### src/rtl/fifo_stream_reader.sv
// Read-side consumer for the dual-clock FIFO: pops words, hides the one-cycle read
// latency behind a 2-entry buffer, and offers a valid/ready stream with flush/drain.
module fifo_stream_reader #(
  parameter int DATA_SIZE = 8,
  parameter int CNT_SIZE  = 16
) (
  input  logic                 rclk,
  input  logic                 rrst,
  input  logic                 enable,
  input  logic                 flush,
  input  logic                 rEmpty,
  input  logic [DATA_SIZE-1:0] rData,
  output logic                 rinc,
  output logic                 m_valid,
  input  logic                 m_ready,
  output logic [DATA_SIZE-1:0] m_data,
  output logic                 busy,
  output logic                 flush_done,
  output logic [CNT_SIZE-1:0]  rd_count,
  output logic [CNT_SIZE-1:0]  drop_count
);

  // state | meaning
  // IDLE  | no pops; buffered and in-flight words still drain to the stream
  // RUN   | pop whenever the buffer can absorb the word in flight
  // FLUSH | buffer discarded, FIFO popped to empty, every word counted as dropped
  typedef enum logic [1:0] {IDLE, RUN, FLUSH} state_t;

  state_t               state, state_nxt;
  logic [1:0]           occ;
  logic                 pend;
  logic [DATA_SIZE-1:0] ent0, ent1;
  logic                 pop;
  logic                 flush_entry;
  logic [2:0]           fill;
  logic [1:0]           tail;
  logic [1:0]           drop_num;
  logic [CNT_SIZE:0]    rd_sum;
  logic [CNT_SIZE:0]    drop_sum;

  assign m_valid     = (occ != 2'd0) && (state != FLUSH);
  assign m_data      = ent0;
  assign pop         = m_valid && m_ready;
  assign fill        = {1'b0, occ} + {2'b00, pend} - {2'b00, pop};
  assign tail        = occ - {1'b0, pop};
  assign flush_entry = flush && (state != FLUSH);
  assign busy        = (state != IDLE) || (occ != 2'd0) || pend;

  always_ff @(posedge rclk or posedge rrst) begin
    if (rrst) state <= IDLE;
    else      state <= state_nxt;
  end

  always_comb begin
    state_nxt  = state;
    rinc       = 1'b0;
    flush_done = 1'b0;
    case (state)
      IDLE: begin
        if (flush)       state_nxt = FLUSH;
        else if (enable) state_nxt = RUN;
      end
      RUN: begin
        // enable gates rinc directly so pops stop in the cycle enable falls
        rinc = enable && !rEmpty && (fill < 3'd2);
        if (flush)        state_nxt = FLUSH;
        else if (!enable) state_nxt = IDLE;
      end
      FLUSH: begin
        rinc = !rEmpty;
        if (rEmpty && !pend) begin
          state_nxt  = IDLE;
          flush_done = 1'b1;
        end
      end
      default: state_nxt = IDLE;
    endcase
  end

  // On flush entry everything not popped this cycle (buffer plus the word in flight) is dropped
  always_comb begin
    drop_num = 2'd0;
    if (flush_entry)         drop_num = fill[1:0];
    else if (state == FLUSH) drop_num = {1'b0, pend};
  end

  always_ff @(posedge rclk or posedge rrst) begin
    if (rrst) begin
      occ  <= 2'd0;
      pend <= 1'b0;
      ent0 <= '0;
      ent1 <= '0;
    end else begin
      pend <= rinc && !rEmpty;
      if (flush_entry || state == FLUSH) begin
        occ <= 2'd0;
      end else begin
        occ <= fill[1:0];
        if (pop) ent0 <= ent1;
        if (pend) begin
          if (tail == 2'd0) ent0 <= rData;
          else              ent1 <= rData;
        end
      end
    end
  end

  assign rd_sum   = {1'b0, rd_count} + {{CNT_SIZE{1'b0}}, pop};
  assign drop_sum = {1'b0, drop_count} + {{(CNT_SIZE-1){1'b0}}, drop_num};

  always_ff @(posedge rclk or posedge rrst) begin
    if (rrst) begin
      rd_count   <= '0;
      drop_count <= '0;
    end else begin
      rd_count   <= rd_sum[CNT_SIZE]   ? {CNT_SIZE{1'b1}} : rd_sum[CNT_SIZE-1:0];
      drop_count <= drop_sum[CNT_SIZE] ? {CNT_SIZE{1'b1}} : drop_sum[CNT_SIZE-1:0];
    end
  end

endmodule

### config.mk
export PLATFORM = sky130hd
export DESIGN_NAME = fifo_stream_reader
export DESIGN_NICKNAME = d
export VERILOG_FILES = /design/src/rtl/fifo_stream_reader.sv
export SDC_FILE = /design/constraint.sdc
export NUM_CORES = 1
export LEC_CHECK = 0
export CAP_MARGIN = 10
export CELL_PAD_IN_SITES_DETAIL_PLACEMENT = 0
export CELL_PAD_IN_SITES_GLOBAL_PLACEMENT = 2
export CORE_ASPECT_RATIO = 1.25
export CORE_MARGIN = 8
export CORE_UTILIZATION = 35
export DETAILED_ROUTE_END_ITERATION = 10
export PLACE_DENSITY = 0.89
export SLEW_MARGIN = 20
export SYNTH_ARGS = -nofsm -noshare
export SYNTH_HDL_FRONTEND = slang
export SYNTH_SLANG_ARGS = --single-unit
### constraint.sdc
create_clock -name rclk -period 7.6 [get_ports rclk]
set_input_delay 0.76 -clock rclk [delete_from_list [all_inputs] [get_ports rclk]]
set_output_delay 0.76 -clock rclk [all_outputs]
set_load 0.01 [all_outputs]
* Word-level counts from Yosys, hierarchy flattened
Cells that the tools add are included.
** Operators by class
- $add $sub $neg :: 5
- Magnitude comparators :: 1
- Equal/unequal tests :: 6
- Muxes and demuxes :: 17
- Bitwise operators :: 2
- Reductions and logical operators :: 18
** Operator list (count)
- $mux 16 :: 2
- $mux 8 :: 3
- $add 16x1->17 :: 1
- $add 16x2->17 :: 1
- $mux 2 :: 7
- $logic_and 1x1->1 :: 7
- $ne 3x3->1 const B :: 2
- $pmux 2 s3 :: 1
- $reduce_and 3->1 :: 2
- $logic_not 2->1 :: 2
- $ne 2x2->1 const B :: 2
- $reduce_bool 2->1 :: 2
- $add 2x1->3 :: 1
- $logic_or 1x1->1 :: 3
- $lt 3x2->1 const B :: 1
- $mux 1 :: 3
- $sub 3x1->3 :: 1
- $eq 2x1->1 const B :: 1
- $eq 2x2->1 const B :: 1
- $logic_not 1->1 :: 2
- $not 1->1 :: 2
- $pmux 1 s2 :: 1
- $sub 2x1->2 :: 1
** Storage, ports and cells
- Flip-flop bits (word level) :: 53
- Input port bits :: 14
- Output and inout port bits :: 44
- Word-level logic and storage cells :: 56

* Longest topological paths before layout
- Depth in word-level cells :: 8
- Depth in mapped cells :: 16
- Depth with buffers taken out :: 15

* Worst setup path after synthesis
Ideal clock, no wire load.
- Path type :: reg2reg
- From :: register state[0]
- To :: register drop_count[13]
- Library setup time :: 0.074 ns
- Data arrival time :: 3.705 ns
- Required time :: 7.526 ns
- Slack :: 3.821 ns
- Stages on the path, launching flop included :: 16
- Buffers on the path :: 2
- Period minus slack after synthesis :: 3.779 ns
- Cell sequence :: dfrtp_1 -> inv_1 -> ha_1 -> o21ba_2 -> nand2_1 -> xnor2_1 -> ha_1 -> inv_1 -> fa_1 -> or3b_2 -> fa_1 -> clkbuf_1 -> nor4b_4 -> nand4_2 -> buf_6 -> o21ai_2
** On the way
- Word-level cells in the longest chain between the ends :: 7
- Elaborated cells between the ends (all ways) :: 10
- Those cells by class :: add/sub (2); eq/ne (2); mux (3); reduce/logical (3)
** Ends and longest elaborated chain
- from (decl) :: RTL line 29 : state_t state, state_nxt;
- from (signal assigned) :: RTL line 51 : else state <= state_nxt;
- $ne 2x2->1 :: RTL line 41 : assign m_valid = (occ != 2'd0) && (state != FLUSH);
- $logic_and 1x1->1 :: RTL line 41
- net m_valid :: RTL line 14 : output logic m_valid,
- $logic_and 1x1->1 :: RTL line 43 : assign pop = m_valid && m_ready;
- $sub 3x1->3 :: RTL line 44 : assign fill = {1'b0, occ} + {2'b00, pend} - {2'b00, pop};
- $mux 2 :: RTL line 83 : if (flush_entry) drop_num = fill[1:0];
- $add 16x2->17 :: RTL line 109 : assign drop_sum = {1'b0, drop_count} + {{(CNT_SIZE-1){1'b0}}, drop_num};
- $mux 16 :: RTL line 117 : drop_count <= drop_sum[CNT_SIZE] ? {CNT_SIZE{1'b1}} : drop_sum[CNT_SIZE-1:0];
- to (signal assigned) :: RTL line 117
- to (decl) :: RTL line 20 : output logic [CNT_SIZE-1:0] drop_count
The timed path passes the listed nets, and every way through them passes these cells.
A chain may end at the register's enable or synchronous reset.

* Worst setup path in the final report
- From :: register state[0]
- To :: register drop_count[0]
** On the way
- Word-level cells in the longest chain between the ends :: 7
- Elaborated cells between the ends (all ways) :: 10
- Those cells by class :: add/sub (2); eq/ne (2); mux (3); reduce/logical (3)
** Ends and longest elaborated chain (RTL line)
- $ne 2x2->1 :: 41, 46
- $logic_and 1x1->1 :: 41
- $logic_and 1x1->1 :: 43
- $sub 3x1->3 :: 44
- $mux 2 * :: 83
- $add 16x2->17 * :: 109
- $mux 16 * :: 117
Mark *: on every way between the ends. The rest lies on a longest branch, timed or not.

==> reports/metrics.cfg <==
[cts]
cts_sinks = 53
cts_tree = yes
cts_max_level = 2
path_clk_slew_ns = 0.10
ctsHoldBuffers = 0
clockBufferDepth = 2
postCtsSetupBuffers = 0
cts_inserted_buffers = 5
cts_root_buf = clkbuf_8
clk_latency_ns = 0.30
post_cts_resized = 0

[place]
io_buffer_count = 57
hpwl_mm = 4.419
dp.cells = 401
gp_congestion = 0.7139

[min_path]
hold_class = reg -> reg
worstHoldStart = ent1[7]
min_to = ent1[7]
whs_path_depth = 1

[die]
rows = 36
start_util_pct = 35.66
die_y_um = 115.3
io_pins = 58
core_sq_um = 7747
die_x_um = 95.47
die-area_sq_um = 11010

[timing]
max_freq_mhz = 226.4
finalCritPeriodShare_pct = 58.13
hold_viol = 0
rsz0062_at_grt = no
setup_tns_ns = 0
skew_ns = 0.005785
layout_min_cycle_time_ns = 4.418
slew_headroom_pct = 43.56
setup_viol = 0
worst_pin_slew_ns = 0.8396
slew_viol_final = 0

[route]
drc = 0
viasPerCell = 5.110
ant_nets = 0
routed_wl_mm = 6.230
vias = 2090
drt_iter0_drc = 119
wl_per_cell_um = 15.23
drtPass1Iterations = 4

[synth]
syn_avg_cell_area_sq_um = 10.79
synthTopCellsByArea = dfrtp_1 48%, mux2_2 6.1%, nand2_1 4.2%
yosysSeqAreaShare_pct = 48.01
syn_inst = 256
syn_nets = 279
synth_ff_type = dfrtp_1
synth_top_area_share_pct = 48.01
synth.largest_area_cell = dfrtp_1
ys_warn_count = 0
synth_async_sr_flop_share_pct = 100.0
synth_edf_count = 0
syn_area_sq_um = 2763
yosysUniqueCellTypes = 43
synth-seq-cells = 53

[flow_run]
drv_cap = 0

[setup_path]
cp_slowest_cell = fa_1
cpPeakStageDelay_ns = 0.57
worst_ep_required_time_ns = 7.85
cp_top_family = simple AND/OR/NAND/NOR gates
start_kind = flip-flop
crit_arrival_ns = 4.67
end_kind = flip-flop
rr_startpoint = state[0]
reg2regPathDepth = 13
cp_max_fo = 13
r2r_end = drop_count[0]
path_cells = inv_1 -> ha_1 -> o21ba_2 -> nand2_1 -> xnor2_1 -> ha_1 -> inv_1 -> fa_1 -> or3b_2 -> fa_1 -> nor4b_4 -> nand4_2 -> or2b_1
path_class = reg -> reg
crit_buf_inv = 2
r2r_setup_slack_ns = 3.18

[cells_and_area]
nFillCells = 759
area_growth_pct = 27.22
post_layout_nonfiller_instances = 409
multi_input_area_sq_um = 1358
regArea_sq_um = 1326
nNetsFinal = 336
final_util_pct = 45.37
diodes = 0
drive_gt1_share_pct = 13.06

[global_routing]
grt.overflow.total = 0
grt_pass1_vias = 2086
grt_max_degree = 54
antenna_found_initial = 0
grt_first_pass_wirelength_mm = 10.15
track_usage_pct = 11.35

[status]
status = complete, no violations

[power_and_ir_drop]
p_leak_nw = 1.623
ir_drop_mv = 0.1357
power.density_nw_per_um2 = 252.5

-- layout by cell type, fill, tap and decap left out, types with 2 or more instances in the layout --
master,n
nand2b_1,4
and2_1,2
a21oi_1,11
nand2_1,31
mux2_2,15
and3_1,8
nand2_2,2
clkbuf_8,6
nand4_2,3
nor4b_4,2
nor4_2,2
nor3b_1,4
nand3_1,2
and4_1,4
fa_1,2
a31oi_1,5
xor2_1,5
nand4_1,4
a21boi_0,2
xnor2_1,9
a221o_1,8
ha_1,7
nor3_1,6
clkdlybuf4s50_1,57
nor2b_1,10
o21ai_0,12
dfrtp_1,53
nor2_1,14
inv_1,8
-- metrics by stage --
stage / hold WS (ns) / instance area, sq um / total power, mW / setup slack [ns]
final: 0.5174 / 3515 / 0.8875 / 3.182
after global routing: 0.5300 / 3515 / 0.9511 / 2.868
after CTS: 0.5204 / 3515 / 0.9035 / 3.158
after detailed placement: 0.4869 / 3415 / 0.7252 / 2.912
after global placement: 0.4781 / 3415 / 0.7190 / 2.992
after floorplan: 0.4732 / 2763 / 0.5712 / 3.821
-- report_power, final --
group | total, mW | switching, mW | internal [mW]
clock network | 0.173 | 0.0968 | 0.0759
registers | 0.388 | 0.0502 | 0.338
logic | 0.327 | 0.149 | 0.178
total | 0.888 | 0.296 | 0.592
-- cells in the mapped netlist (all sizes together) (5+ instances only) --
library cell	number
dfrtp	53
nand2	33
mux2	16
nor2	14
o21ai	13
a21oi	11
nor2b	10
inv	9
xnor2	9
a221o	8
and3	8
nand4	8
ha	7
nor3	6
a31oi	5
buf	5
xor2	5
-- state kept, by name, indices dropped and copies added (netlist names) --
| signal | cells |
|---|---|
| drop_count | 16 |
| rd_count | 16 |
| ent1 | 8 |
| m_data | 8 |
| occ | 2 |
| state | 2 |
| pend | 1 |
-- worst register-to-register path, delay by kind of cell (launching register included) --
family                     cells  cell delay [ns]
xor gates and xnor gates       1             0.16
AOI/OAI and AO/OA              1             0.38
and+or+nand+nor                5             1.75
DFF                            1             0.40
adders and majority gates      4             1.57
buffers and inverters          2             0.14
-- final cells by class --
class                   instances  area share, %
inverters                       9         0.9612
clock buffers                   6          2.350
repair buffers                 58          16.45
multi-input cells             186          38.63
well taps                      95          3.382
clock inverters                 2         0.4984
flip-flops and latches         53          37.74
-- per-layer routing --
metal / part of all wire, % / track usage [%] / wire length, um
met5: 0 / 0 / 0
met3: 3.9 / 2.351 / 246
met2: 50 / 19.52 / 3125
met1: 45 / 13.78 / 2811
met4: 0.74 / 3.392 / 46
-- worst max-delay path by stage --
stage | start | end | slack (ns) | cells after the start
global placement | m_ready | drop_count[0] | 2.99 | 11
detailed placement | m_ready | drop_count[0] | 2.91 | 11
CTS | state[0] | drop_count[0] | 3.16 | 13
finish | state[0] | drop_count[0] | 3.18 | 13
floorplan | state[0] | drop_count[13] | 3.82 | 15
global route | state[0] | drop_count[0] | 2.87 | 13
-- cell families (layout without fill, tap and decap cells) --
logic type	after synthesis	count (layout)	share of synthesized area (%)
XOR/XNOR	14	14	4.438
AND/OR/NAND/NOR	105	105	23.32
AO/OA/AOI/OAI	42	42	10.10
adder cells (fa/ha/maj)	9	9	4.619
buffers and inverters	17	75	2.853
multiplexers	16	16	6.657
flip-flops	53	53	48.01
(Power assumes the default switching activity.)
